### config.mk
export PLATFORM = sky130hd
export DESIGN_NAME = rvfi_dii_sequencer
export DESIGN_NICKNAME = d
export VERILOG_FILES = /design/src/rtl/rvfi_dii_sequencer.sv
export SDC_FILE = /design/constraint.sdc
export NUM_CORES = 1
export LEC_CHECK = 0
export BUFFER_PORTS_ARGS = -buffer_cell sky130_fd_sc_hd__buf_4
export CAP_MARGIN = 20
export CORE_AREA = 5 5 116 227
export CTS_BUF_LIST = sky130_fd_sc_hd__clkbuf_8
export CTS_CLUSTER_SIZE = 28
export DETAILED_ROUTE_END_ITERATION = 7
export DIE_AREA = 0 0 121 232
export PLACE_DENSITY = 0.88
export SETUP_SLACK_MARGIN = 0.02
export SYNTH_ARGS = -nofsm -noshare
export SYNTH_HDL_FRONTEND = slang
export SYNTH_SLANG_ARGS = --single-unit
export TNS_END_PERCENT = 20
### constraint.sdc
create_clock -name clk -period 9 [get_ports clk]
set_clock_uncertainty 0.05 [all_clocks]
set_input_delay 1.35 -clock clk [delete_from_list [all_inputs] [get_ports clk]]
set_output_delay 1.35 -clock clk [all_outputs]
set_load 0.01 [all_outputs]
### src/rtl/rvfi_dii_sequencer.sv
// RVFI-DII instruction-side sequencer: assembles 8-byte DII packets, buffers
// instructions, issues them to the core and runs the end-of-trace drain/reset/response handshake.
module rvfi_dii_sequencer #(
   parameter int unsigned FIFO_DEPTH = 8,
   parameter int unsigned RST_CYCLES = 4
) (
   input  logic        clk,
   input  logic        rst,
   input  logic        rx_valid,
   output logic        rx_ready,
   input  logic [7:0]  rx_data,
   output logic        instr_valid,
   input  logic        instr_ready,
   output logic [31:0] instr,
   input  logic        retire_valid,
   output logic        core_rst_n,
   output logic        halt,
   output logic        eot_valid,
   input  logic        eot_ready,
   output logic [15:0] eot_count,
   output logic [7:0]  bad_cmd_count
);

   localparam int unsigned AW = $clog2(FIFO_DEPTH);
   localparam int unsigned OW = AW + 2;
   localparam int unsigned CW = $clog2(RST_CYCLES + 1);

   typedef enum logic [1:0] {
      S_RESET = 2'd0,
      S_RUN   = 2'd1,
      S_DRAIN = 2'd2,
      S_RESP  = 2'd3
   } state_t;

   state_t          r_state;
   state_t          w_state_nxt;
   logic [CW-1:0]   r_rst_cnt;
   logic            r_resp_pending;

   logic [2:0]      r_byte_idx;
   logic [31:0]     r_insn;
   logic [7:0]      r_cmd;

   logic [31:0]     r_mem [FIFO_DEPTH];
   logic [AW:0]     r_wr_ptr;
   logic [AW:0]     r_rd_ptr;

   logic [OW-1:0]   r_outstanding;
   logic [15:0]     r_trace_count;
   logic [15:0]     r_eot_count;
   logic [7:0]      r_bad_cnt;

   logic            w_empty;
   logic            w_full;
   logic            w_run;
   logic            w_accept;
   logic            w_pkt_done;
   logic            w_push;
   logic            w_eot_cmd;
   logic            w_bad;
   logic            w_issue;
   logic            w_retire;
   logic            w_drain_done;
   logic            w_rst_exit;

   // FIFO status from wrap-bit pointers
   assign w_empty = (r_wr_ptr == r_rd_ptr);
   assign w_full  = (r_wr_ptr[AW] != r_rd_ptr[AW]) &&
                    (r_wr_ptr[AW-1:0] == r_rd_ptr[AW-1:0]);

   assign w_run      = (r_state == S_RUN);
   assign rx_ready   = w_run && !((r_byte_idx == 3'd7) && (r_cmd == 8'd1) && w_full);
   assign w_accept   = rx_valid && rx_ready;
   assign w_pkt_done = w_accept && (r_byte_idx == 3'd7);
   assign w_push     = w_pkt_done && (r_cmd == 8'd1);
   assign w_eot_cmd  = w_pkt_done && (r_cmd == 8'd0);
   assign w_bad      = w_pkt_done && (r_cmd != 8'd0) && (r_cmd != 8'd1);

   assign instr_valid = !w_empty && ((r_state == S_RUN) || (r_state == S_DRAIN));
   assign instr       = instr_valid ? r_mem[r_rd_ptr[AW-1:0]] : 32'h0;
   assign halt        = !instr_valid;

   assign w_issue      = instr_valid && instr_ready;
   assign w_retire     = retire_valid && (r_outstanding != '0);
   assign w_drain_done = (r_state == S_DRAIN) && w_empty &&
                         (r_outstanding == '0) && !w_issue;
   assign w_rst_exit   = (r_state == S_RESET) && (r_rst_cnt == CW'(1));

   assign eot_count     = r_eot_count;
   assign bad_cmd_count = r_bad_cnt;

   always_ff @(posedge clk) begin
      if (rst) r_state <= S_RESET;
      else     r_state <= w_state_nxt;
   end

   always_comb begin
      w_state_nxt = r_state;
      core_rst_n  = 1'b1;
      eot_valid   = 1'b0;
      case (r_state)
         S_RESET: begin
            core_rst_n = 1'b0;
            if (w_rst_exit) w_state_nxt = r_resp_pending ? S_RESP : S_RUN;
         end
         S_RUN: begin
            if (w_eot_cmd) w_state_nxt = S_DRAIN;
         end
         S_DRAIN: begin
            if (w_drain_done) w_state_nxt = S_RESET;
         end
         S_RESP: begin
            eot_valid = 1'b1;
            if (eot_ready) w_state_nxt = S_RUN;
         end
         default: w_state_nxt = S_RESET;
      endcase
   end

   // Core reset hold counter; reloaded on each drain completion
   always_ff @(posedge clk) begin
      if (rst || w_drain_done)
         r_rst_cnt <= CW'(RST_CYCLES);
      else if ((r_state == S_RESET) && (r_rst_cnt != '0))
         r_rst_cnt <= r_rst_cnt - CW'(1);
   end

   always_ff @(posedge clk) begin
      if (rst)
         r_resp_pending <= 1'b0;
      else if (w_eot_cmd)
         r_resp_pending <= 1'b1;
      else if ((r_state == S_RESP) && eot_ready)
         r_resp_pending <= 1'b0;
   end

   // Packet assembler: insn shifts in little-endian over bytes 0-3, cmd is byte 6
   always_ff @(posedge clk) begin
      if (rst) begin
         r_byte_idx <= 3'd0;
         r_insn     <= 32'h0;
         r_cmd      <= 8'h0;
      end else if (w_accept) begin
         r_byte_idx <= r_byte_idx + 3'd1;
         if (!r_byte_idx[2]) r_insn <= {rx_data, r_insn[31:8]};
         if (r_byte_idx == 3'd6) r_cmd <= rx_data;
      end
   end

   always_ff @(posedge clk) begin
      if (w_push) r_mem[r_wr_ptr[AW-1:0]] <= r_insn;
   end

   always_ff @(posedge clk) begin
      if (rst || w_rst_exit) begin
         r_wr_ptr <= '0;
         r_rd_ptr <= '0;
      end else begin
         if (w_push)  r_wr_ptr <= r_wr_ptr + (AW+1)'(1);
         if (w_issue) r_rd_ptr <= r_rd_ptr + (AW+1)'(1);
      end
   end

   // Issued-but-unretired tracking; a retire with nothing outstanding is dropped
   always_ff @(posedge clk) begin
      if (rst || w_rst_exit)
         r_outstanding <= '0;
      else if (w_issue && !w_retire)
         r_outstanding <= r_outstanding + OW'(1);
      else if (!w_issue && w_retire)
         r_outstanding <= r_outstanding - OW'(1);
   end

   always_ff @(posedge clk) begin
      if (rst)
         r_trace_count <= 16'h0;
      else if ((r_state == S_RESP) && eot_ready)
         r_trace_count <= 16'h0;
      else if (w_issue)
         r_trace_count <= r_trace_count + 16'd1;
   end

   always_ff @(posedge clk) begin
      if (rst)
         r_eot_count <= 16'h0;
      else if (w_rst_exit && r_resp_pending)
         r_eot_count <= r_trace_count;
   end

   always_ff @(posedge clk) begin
      if (rst)
         r_bad_cnt <= 8'h0;
      else if (w_bad && (r_bad_cnt != 8'hFF))
         r_bad_cnt <= r_bad_cnt + 8'd1;
   end

endmodule
Yosys cells after proc, flatten, opt, wreduce, memory -nomap -nowiden --
Memories as Yosys holds them, arrays and structs flattened. A register that Yosys moved wholly into a read port is not among the register bits. Cells that the tools add are included.
Word-level totals: register bits after elaboration 102, bits in latches 0, bits in writable memories 256, memory bits (read-only) 0, input bits 14, output and inout port bits 61, word-level logic and storage cells 98, memories kept 1
Memories:
- r_mem | depth 8, width 32, rd ports 1, clocked after Yosys merged registers in 1, write ports 1, RTL line 44 | logic [31:0] r_mem [FIFO_DEPTH];
Cells by class: add/sub/neg operators 8, $mul 0, div/mod/pow operators 0, magnitude comparators 0, equal/unequal tests 16, shift-type cells 0, muxes and demuxes 17, bitwise operators 1, reductions and logical operators 43
Operators with widths (number):
- two-way mux 32 bit | 1
- logical AND 1 bit | 23
- adder 16 x 1 -> 16 bit (second input constant) | 1
- two-way mux 2 bit | 5
- two-way mux 5 bit | 2
- adder 4 x 1 -> 4 bit (second input constant) | 2
- adder 8 x 1 -> 8 bit (second input constant) | 1
- == test 8 x 1 -> 1 bit (second input constant) | 1
- zero test 8 bit | 1
- inequality test 8 x 1 -> 1 bit (second input constant) | 1
- inequality test 8 bit (second input constant) | 1
- one-hot mux 2 bit (4 select lines) | 1
- nonzero test 8 bit | 1
- == test 3 bit (second input constant) | 2
- two-way mux 1 bit | 6
- two-way mux 3 bit | 2
- inequality test 2 bit (second input constant) | 3
- adder 5 x 1 -> 5 bit (second input constant) | 1
- zero test 1 bit | 5
- zero test 5 bit | 1
- nonzero test 5 bit | 1
- subtractor 5 x 1 -> 5 bit (second input constant) | 1
- == test 2 bit (second input constant) | 2
- == test 4 bit | 1
- 15 further kinds | 19

Longest topological paths before layout --
Gate-level depths: netlist of the first run.
depth in word-level cells 10, mapped depth 14, gate-level depth less buffers 14

Worst setup path after synthesis of the first run --
OpenSTA, ideal clock, no wires.
kind input to register, start point in rx_valid, end point mem r_mem[1][0] (enable), arrival 4238 ps, required time 8489 ps, slack 4251 ps, stages on the path 4, buffers on the path 0, cell sequence nand3_1 a211o_1 or2_2 nor3_1
Between the ends: longest elaborated chain between the ends 5
RTL lines:
- start, declared | RTL line 9 | input logic rx_valid,
- logical AND 1 bit | RTL line 73 | assign w_accept = rx_valid && rx_ready;
- logical AND 1 bit | RTL line 74 | assign w_pkt_done = w_accept && (r_byte_idx == 3'd7);
- logical AND 1 bit | RTL line 75 | assign w_push = w_pkt_done && (r_cmd == 8'd1);
- two-way mux 1 bit | RTL line 151 | if (w_push) r_mem[r_wr_ptr[AW-1:0]] <= r_insn;
- two-way mux 1 bit (not written as such) | RTL line 151
- end, declared | RTL line 44
Every way passes these cells.

==> results of run 1 <==
==> worst paths after layout <==
kind                        startpoint                       endpoint  slack (ps)  depth (start not counted)
max                           register                      instr[10]        4560                          5
min          eot_count[9]$_SDFFE_PP0P_      eot_count[9]$_SDFFE_PP0P_         400                          2
max reg2reg   r_rd_ptr[3]$_SDFFE_PP0P_  r_outstanding[4]$_SDFFE_PP0P_        5700                         13
min reg2reg  eot_count[9]$_SDFFE_PP0P_      eot_count[9]$_SDFFE_PP0P_         400                          2
==> cell usage in the layout, fill, tap and decap left out, drive strengths merged, types with 5 or more instances in the layout <==
cell type  instances
nand2b            19
xor2              16
nand2            121
buf               88
bufinv             5
or3                8
mux4              64
clkinv            10
mux2i             44
edfxtp           256
and2               5
nand3             13
nand4              9
dfxtp            105
and3               6
inv               28
a21oi             63
o21ai              7
nor4               5
ha                18
nor2              76
nor3              12
xnor2             16
clkbuf            55
==> critical path, stage by stage (launching register included) <==
cell     delay, ps
dfxtp_4        560
buf_4          780
mux4_2         610
mux2i_1        290
nor2_1          70
buf_4          160
==> logic make-up (layout without fill, tap and decap cells) <==
family,count (synthesis),in the layout,synth area share
and+or+nand+nor,285,285,0.08963
xor gates and xnor gates,32,32,0.02011
muxes,108,108,0.1315
adders and majority gates,19,19,0.01714
DFF,361,361,0.6842
AOI/OAI and AO/OA,89,89,0.03909
buffers and inverters,61,187,0.01836
other,0,1,0
==> routing by layer <==
layer	share of wire	track usage
met5	0	0
met3	0.058	0.03047
met4	0.034	0.09362
met1	0.35	0.2453
met2	0.56	0.3991
==> cell type report <==
cell class                 instances  share of cell area
antenna                            1           0.0001539
clock buffer                      55             0.04655
clock inverter                    31             0.01639
inverter                          13            0.003000
multi-input combinational        533              0.2654
sequential                       361              0.6023
tap                              332             0.02554
timing repair buffer              88             0.04062
==> synthesized netlist by cell type, drive strengths merged, types with 2 or more instances <==
cell type / n
and2: 5
xnor2: 16
and3: 6
and4: 2
clkbuf: 30
mux4: 64
nand3: 13
mux2i: 44
o21ai: 7
a2111oi: 3
or2: 3
nor4: 5
buf: 18
o41ai: 2
nor3b: 2
nand2b: 19
or4: 2
nor3: 12
nand4: 9
dfxtp: 105
inv: 13
o31a: 2
ha: 18
a211oi: 3
or3: 8
a21o: 3
edfxtp: 256
nor2: 76
xor2: 16
nand2: 121
a21oi: 63
==> sequential cells by signal, indices dropped and copies added (netlist names), named ones only <==
signal,cells
r_mem,256
r_resp_pending,1
bad_cmd_count,8
eot_count,16
r_trace_count,16
r_wr_ptr,4
r_byte_idx,3
r_outstanding,5
r_rst_cnt,3
r_rd_ptr,4
r_insn,32
r_state,2
r_cmd,8
==> power by group <==
group	leakage [nW]	switching [mW]	total (mW)	internal, mW
combinational	1.76	0.0826	0.132	0.0494
clock	0.577	0.576	1.28	0.704
sequential	3.58	0.0208	1.80	1.78
==> per-stage QoR <==
stage | utilization | hold slack [ps] | worst slack, ps | cell area [µm²] | instances
3_3_place_gp | 0.6238 | 396.6 | 5060 | 15240 | 1327
2_1_floorplan | - | 387.0 | 4251 | 14310 | 955
4_1_cts | 0.6657 | 406.5 | 4385 | 16260 | 1413
3_5_place_dp | 0.6238 | 397.1 | 5017 | 15240 | 1327
5_1_grt | 0.6658 | 423.3 | 4301 | 16260 | 1414
6_report | 0.6658 | 404.0 | 4558 | 16260 | 1414
==> impl_metrics.py, run 1 <==
metrics = {
    "critical_path": {
        "path_class": "register to primary output",
        "cp-start-kind": "register",
        "worstPathRequired_ps": 7600,
        "arrival_ps": 3040,
        "end_kind": "primary output",
        "crit_path_max_fanout": 48,
    },
    "floorplanning": {
        "initial_core_util": 0.5858,
        "io_pins": 75,
        "die-area_um2": 28070,
        "rows": 81,
        "core_area_um2": 24420,
        "fp.dieH_um": 232,
        "die_w_um": 121,
    },
    "timing": {
        "period_needed_ps": 4442,
        "maxSlewViolCount": 0,
        "rsz0062_at_grt": "no",
        "finalSetupViolations": 0,
        "tightest_slew_ps": 942.1,
        "post-route-period-util": 0.4936,
        "max_freq_ghz": 0.2251,
        "slew_headroom": 0.3720,
        "hold_violations": 0,
        "setup_tns_ps": 0,
    },
    "logic_synthesis": {
        "synth_top_area_cell": "edfxtp_1",
        "ys_seq_area_frac": 0.6842,
        "synth_edf_count": 256,
        "synth_cell_types": 49,
        "syn_nets": 988,
        "synth_seq_cells": 361,
        "synthFlopType": "edfxtp_1",
        "async_flop_share": 0,
        "yosysTopAreaCellShare": 0.5373,
        "syn_area_per_cell_um2": 14.98,
        "synth_area_leaders": "edfxtp_1, dfxtp_1, mux4_2, nand2_1, mux2i_1",
        "synthCells": 955,
        "syn-cell-area_um2": 14310,
        "synth_warnings": 0,
    },
    "clock_network": {
        "cts_setup_buffers": 0,
        "htree_levels": 2,
        "root_buffer": "clkbuf_8",
        "clockBufferDepth": 3,
        "cts_resized": 0,
        "cts_tree": "built",
        "clock_latency_ps": 560,
        "cts_inserted_buffers": 46,
        "cts.sinks": 361,
        "path_clk_slew_ps": 70,
        "postCtsHoldBufs": 0,
    },
    "final_layout": {
        "fin_nets": 1076,
        "fill_cells": 1619,
        "areaGrowthSynthToFinish_pct": 13.66,
        "multi_input_area_um2": 4317,
        "drive_gt1_frac": 0.2211,
        "regArea_um2": 9796,
    },
    "global_route": {
        "antenna_found_initial": 1,
        "grt_max_degree": 83,
        "track_usage": 0.2159,
        "grt_pass1_wl_um": 46290,
        "overflow": 0,
        "grt_pass1_vias": 8408,
    },
    "power_and_ir_drop": {
        "cellPowerDensity_nw_per_um2": 197.7,
        "vdd_drop_max_v": 0.0001548,
        "leakagePower_nw": 5.915,
        "finalPower_mw": 3.216,
    },
    "route": {
        "drc": 0,
        "dr.first_iter.drc_count": 634,
        "num_vias": 8168,
        "wl_um": 29450,
        "drt_pass1_iterations": 4,
        "detail-route-antenna-nets": 0,
        "routed_via_density": 5.777,
        "post_drt_wl_per_cell_um": 20.83,
    },
    "worst_hold_path": {
        "hold_class": "register to register",
    },
    "placement": {
        "place_hpwl_um": 17690,
        "place_congestion": 0.7939,
        "port_buffers": 74,
    },
    "run_status": {
        "status": "complete, no violations",
    },
    "job": {
        "cap_violations": 0,
    },
}
(Power assumes the default switching activity.)
==> run 2, diff against run 1 <==
Settings changed: ABC_AREA set to 1, CORE_AREA 5 5 116 227 to 5 5 120 235, DIE_AREA 0 0 121 232 to 0 0 125 240.
Clock period 9 ns to 3.9 ns, I/O delays scaled along.
==> run 2 against run 1 <==
  * Routed wire length up 12%
  * Sequential cell count unchanged
  * Register-to-register slack worse by 4800 ps
  * Worst hold slack worse by 170 ps
  * Combinational power rose to 3.6 times the previous value
  * Sequential share of layout area down 0.28 points
==> impl_metrics.py, run 2 <==
metrics = {
    "route": {
        "routed_via_density": 5.844,
        "post_drt_wl_per_cell_um": 18.59,
        "detail-route-antenna-nets": 0,
        "wl_um": 33070,
        "dr.first_iter.drc_count": 899,
        "drt_pass1_iterations": 5,
        "drc": 0,
        "num_vias": 10397,
    },
    "logic_synthesis": {
        "synth_top_area_cell": "edfxtp_1",
        "synth_seq_cells": 361,
        "async_flop_share": 0,
        "syn_area_per_cell_um2": 10.97,
        "synth_edf_count": 256,
        "ys_seq_area_frac": 0.6680,
        "yosysMostFrequentCell": "nand2_1",
        "synth_warnings": 0,
        "synth_area_leaders": "edfxtp_1, dfxtp_1, nand2_1, a21oi_1, nor2_1",
        "synthFlopType": "edfxtp_1",
        "syn-cell-area_um2": 14650,
        "yosysTopAreaCellShare": 0.5246,
        "synthCells": 1336,
        "synthTopCellsByCount": "nand2_1, edfxtp_1, nor2_1",
        "syn_nets": 1369,
        "synth_cell_types": 40,
    },
    "timing": {
        "period_needed_ps": 3307,
        "rsz0062_at_grt": "no",
        "setup_slack_ps": 593.0,
        "post-route-period-util": 0.8479,
        "finalSetupViolations": 0,
        "hold_violations": 0,
        "setup_tns_ps": 0,
        "slew_headroom": 0.4348,
        "max_freq_ghz": 0.3024,
        "hold_slack_ps": 231.2,
        "maxSlewViolCount": 0,
        "tightest_slew_ps": 847.8,
    },
    "final_layout": {
        "drive_gt1_frac": 0.1331,
        "fin_area_um2": 16340,
        "fill_cells": 1844,
        "areaGrowthSynthToFinish_pct": 11.52,
        "finish.utilization": 0.6245,
        "n_antenna_cell": 0,
        "final_common_cell": "nand2_1",
        "final_cell_count_no_fill": 1779,
        "fin_nets": 1435,
        "largest_register_ffs": 256,
        "layout_common_cells": "nand2_1, edfxtp_1, nor2_1",
    },
    "power_and_ir_drop": {
        "power_frac_comb": 0.064,
        "leakagePower_nw": 6.116,
        "p_int_mw": 5.652,
        "vdd_drop_max_v": 0.0004314,
        "sw_frac_of_total": 0.2394,
        "cellPowerDensity_nw_per_um2": 454.8,
        "pwr-share-clk": 0.330,
        "p_seq_frac": 0.606,
        "finalPower_mw": 7.432,
        "p_switching_mw": 1.779,
    },
    "clock_network": {
        "postCtsHoldBufs": 0,
        "root_buffer": "clkbuf_8",
        "clockBufferDepth": 3,
        "cts_tree": "built",
        "cts.sinks": 361,
        "cts_inserted_buffers": 43,
        "path_clk_slew_ps": 70,
        "cts_resized": 0,
        "clock_latency_ps": 550,
        "htree_levels": 2,
        "cts_setup_buffers": 0,
    },
    "critical_path": {
        "reg2reg_depth": 16,
        "arrival_ps": 2670,
        "ff2ff_setup_slack_ps": 880,
        "critical_path.slowest_cell": "buf_4",
        "cp.depth": 8,
        "worstReg2RegEnd": "r_outstanding[4]$_SDFFE_PP0P_",
        "worstPathRequired_ps": 3260,
        "end_kind": "primary output",
        "cp-start-kind": "register",
        "path_class": "register to primary output",
        "path_delay_family": "buffers and inverters",
        "critPathMaxStageDelay_ps": 560,
        "cp-endpoint": "instr[29]",
        "crit_path_max_fanout": 66,
        "crit_chain": "clkinv_2, buf_4, nand2_1, a32o_1, nand2_1, o21ai_0, nor2_1, buf_4",
        "rr_startpoint": "r_wr_ptr[1]$_SDFFE_PP0P_",
        "cp_num_buf_inv": 3,
    },
    "floorplanning": {
        "initial_core_util": 0.5600,
        "die-area_um2": 30000,
        "fp.dieH_um": 240,
        "core_area_um2": 26170,
        "io_pins": 75,
        "die_w_um": 125,
        "rows": 84,
    },
    "global_route": {
        "grt_pass1_wl_um": 52780,
        "grt_max_degree": 91,
        "grt_pass1_vias": 10438,
        "overflow": 0,
        "antenna_found_initial": 0,
        "track_usage": 0.2179,
    },
    "job": {
        "cap_violations": 0,
    },
    "worst_hold_path": {
        "hold_class": "input port to register",
    },
    "placement": {
        "dpl_cell_area_um2": 15530,
        "dp.cells": 1701,
        "place_congestion": 0.8906,
        "port_buffers": 74,
        "place_hpwl_um": 21140,
        "post-place-ws_ps": 940.5,
    },
    "run_status": {
        "status": "complete, no violations",
    },
}
[run 2: power groups by stage]
stage	sequential [mW]	combinational [mW]	clock (mW)
after CTS	4.50	0.471	2.48
after detailed placement	4.59	0.465	0
after global routing	4.52	0.525	2.64
after global placement	4.57	0.430	0
final	4.51	0.472	2.45
after floorplan	4.51	0.367	0
[run 2: metal layers]
layer / vias up / wire, µm / part of all wire / track usage
li1: 4855 / - / - / -
met1: 4950 / 11360 / 0.34 / 0.2268
met2: 467 / 18160 / 0.55 / 0.4182
met3: 125 / 1874 / 0.057 / 0.02668
met4: 0 / 1678 / 0.051 / 0.1217
met5: - / 0 / 0 / 0
[run 2: worst min-delay path by stage]
stage / to / from / cells after the start / slack, ps
floorplan: r_outstanding[4]$_SDFFE_PP0P_ / r_outstanding[4]$_SDFFE_PP0P_ / 1 / 380
global placement: r_outstanding[4]$_SDFFE_PP0P_ / r_outstanding[4]$_SDFFE_PP0P_ / 1 / 400
CTS: r_insn[27]$_SDFFE_PP0P_ / rx_data[3] / 3 / 210
global route: r_cmd[5]$_SDFFE_PP0P_ / rx_data[5] / 3 / 230
detailed placement: r_outstanding[4]$_SDFFE_PP0P_ / r_outstanding[4]$_SDFFE_PP0P_ / 1 / 400
finish: r_insn[27]$_SDFFE_PP0P_ / rx_data[3] / 3 / 230
[run 2: logic make-up after synthesis]
| family | synth area share |
|---|---|
| flops | 0.6680 |
| simple gates | 0.1427 |
| buf+inv | 0.04090 |
| compound gates | 0.1227 |
| xor+xnor | 0.008965 |
| fa+ha+maj | 0.01674 |
[run 2: area by class of cell]
cell class	instances	area [µm²]	share of cell area
multi-input cells	839	4305	0.2635
clock buffers	50	688.2	0.04211
well taps	344	430.4	0.02634
flip-flops and latches	361	9798	0.5996
clock inverters	28	121.4	0.007427
repair buffers	101	783.3	0.04793
inverters	56	215.2	0.01317
[run 2: worst min-delay path: stages]
cell,delay (ps)
buf_4,90
nor3_1,40
nor2_1,80
==> run 3, diff against run 2 <==
Clock period 3.9 ns to 3.01 ns, I/O delays scaled along.
==> run 3 against run 2 <==
  * Combinational power grew 28%
  * Power grew 39%
  * Non-clock buffer count grew 4
  * Clock power grew 56%
  * Sequential power grew 30%
  * Register-to-register slack lost 640 ps
  * Sequential cell count is the same
  * First-iteration DRC count grew 11%
  * Die area is the same
  * Via count grew 2.0%
  * Critical endpoint is now instr[10]
==> impl_metrics.py, run 3 (synthesis results as in run 2) <==
metrics = {
    "critical_path": {
        "ff2ff_setup_slack_ps": 240,
        "reg2reg_depth": 14,
        "path_class": "register to primary output",
        "worstPathRequired_ps": 2510,
        "end_kind": "primary output",
        "crit_path_max_fanout": 32,
        "rr_startpoint": "r_byte_idx[1]$_SDFFE_PP0N_",
        "cp-start-kind": "register",
        "worstReg2RegEnd": "r_mem[4][0]$_DFFE_PP_",
        "arrival_ps": 2420,
    },
    "worst_hold_path": {
        "hold_class": "input port to register",
        "holdCritStartpoint": "rx_data[7]",
        "holdPathEnd": "r_insn[31]$_SDFFE_PP0P_",
        "hold_path_depth": 3,
    },
    "global_route": {
        "antenna_found_initial": 0,
        "overflow": 0,
        "grt_max_degree": 89,
        "grt_pass1_vias": 10867,
        "track_usage": 0.2311,
        "grt_pass1_wl_um": 55670,
    },
    "final_layout": {
        "layout_common_cells": "nand2_1, edfxtp_1, nor2_1",
        "finish.utilization": 0.6372,
        "areaGrowthSynthToFinish_pct": 13.80,
        "n_antenna_cell": 0,
        "fin_nets": 1440,
        "final_cell_count_no_fill": 1787,
        "drive_gt1_frac": 0.1435,
        "fill_cells": 1801,
        "largest_register_ffs": 256,
        "fin_area_um2": 16680,
        "final_common_cell": "nand2_1",
    },
    "power_and_ir_drop": {
        "cellPowerDensity_nw_per_um2": 617.9,
        "pwr-share-clk": 0.372,
        "sw_frac_of_total": 0.2347,
        "leakagePower_nw": 6.250,
        "vdd_drop_max_v": 0.0004485,
        "finalPower_mw": 10.30,
        "p_int_mw": 7.886,
        "p_switching_mw": 2.418,
        "p_seq_frac": 0.569,
        "power_frac_comb": 0.059,
    },
    "route": {
        "post_drt_wl_per_cell_um": 19.47,
        "drt_pass1_iterations": 6,
        "num_vias": 10608,
        "detail-route-antenna-nets": 0,
        "routed_via_density": 5.936,
        "wl_um": 34790,
        "dr.first_iter.drc_count": 1001,
        "drc": 0,
    },
    "timing": {
        "period_needed_ps": 2918,
        "max_freq_ghz": 0.3427,
        "hold_slack_ps": 79.35,
        "tightest_slew_ps": 737.8,
        "slew_headroom": 0.5029,
        "setup_slack_ps": 91.90,
        "setup_tns_ps": 0,
        "hold_violations": 0,
        "finalSetupViolations": 0,
        "post-route-period-util": 0.9695,
        "rsz0062_at_grt": "yes",
        "maxSlewViolCount": 0,
    },
    "job": {
        "cap_violations": 0,
    },
    "clock_network": {
        "cts_inserted_buffers": 44,
        "htree_levels": 2,
        "cts.sinks": 361,
        "clockBufferDepth": 3,
        "root_buffer": "clkbuf_8",
        "cts_tree": "built",
        "postCtsHoldBufs": 0,
        "clock_latency_ps": 570,
        "path_clk_slew_ps": 70,
        "cts_setup_buffers": 0,
        "cts_resized": 0,
    },
    "floorplanning": {
        "rows": 84,
        "die-area_um2": 30000,
        "initial_core_util": 0.5600,
        "io_pins": 75,
        "fp.dieH_um": 240,
        "die_w_um": 125,
        "core_area_um2": 26170,
    },
    "placement": {
        "dp.cells": 1705,
        "post-place-ws_ps": 283.0,
        "dpl_cell_area_um2": 15680,
        "port_buffers": 74,
        "place_congestion": 0.8958,
        "place_hpwl_um": 21330,
    },
    "run_status": {
        "status": "complete, no violations",
    },
}
==> run 3: critical path: stages, from the launching register on <==
cell and delay (ps):
dfxtp_4 560, buf_4 400, nand2_1 90, a32o_1 270, nand2_1 70, o21ai_0 120
nor2_1 190, buf_4 150
==> run 3: final cells by class <==
type / instances / area (µm²) / area share
flip-flops and latches: 361 / 9798 / 0.5876
multi-input cells: 839 / 4355 / 0.2612
repair buffers: 105 / 875.8 / 0.05252
clock buffers: 51 / 701.9 / 0.04209
well taps: 344 / 430.4 / 0.02581
clock inverters: 31 / 299.0 / 0.01793
inverters: 56 / 215.2 / 0.01291
==> run 3: worst max path at each step <==
stage	start	to	slack, ps
finish	register	instr[10]	90
CTS	register	instr[10]	110
floorplan	r_byte_idx[0]$_SDFFE_PP0N_	r_mem[2][0]$_DFFE_PP_	-360
global route	register	instr[10]	-0.03
global placement	r_byte_idx[0]$_SDFFE_PP0N_	r_mem[6][21]$_DFFE_PP_	330
detailed placement	r_byte_idx[0]$_SDFFE_PP0N_	r_mem[4][8]$_DFFE_PP_	280
==> run 3: power groups by stage <==
stage	Sequential, mW	Clock [mW]	Combinational [mW]
final	5.87	3.83	0.603
after global routing	5.88	4.10	0.675
after CTS	5.85	3.88	0.597
after detailed placement	5.96	0	0.585
after global placement	5.94	0	0.550
after floorplan	5.84	0	0.475
==> run 3: routing by layer <==
metal / global-route usage / part of all wire / vias up
met4: 0.1342 / 0.059 / 0
met2: 0.4424 / 0.55 / 534
met1: 0.2344 / 0.33 / 5051
li1: - / - / 4873
met5: 0 / 0 / -
met3: 0.03557 / 0.067 / 150
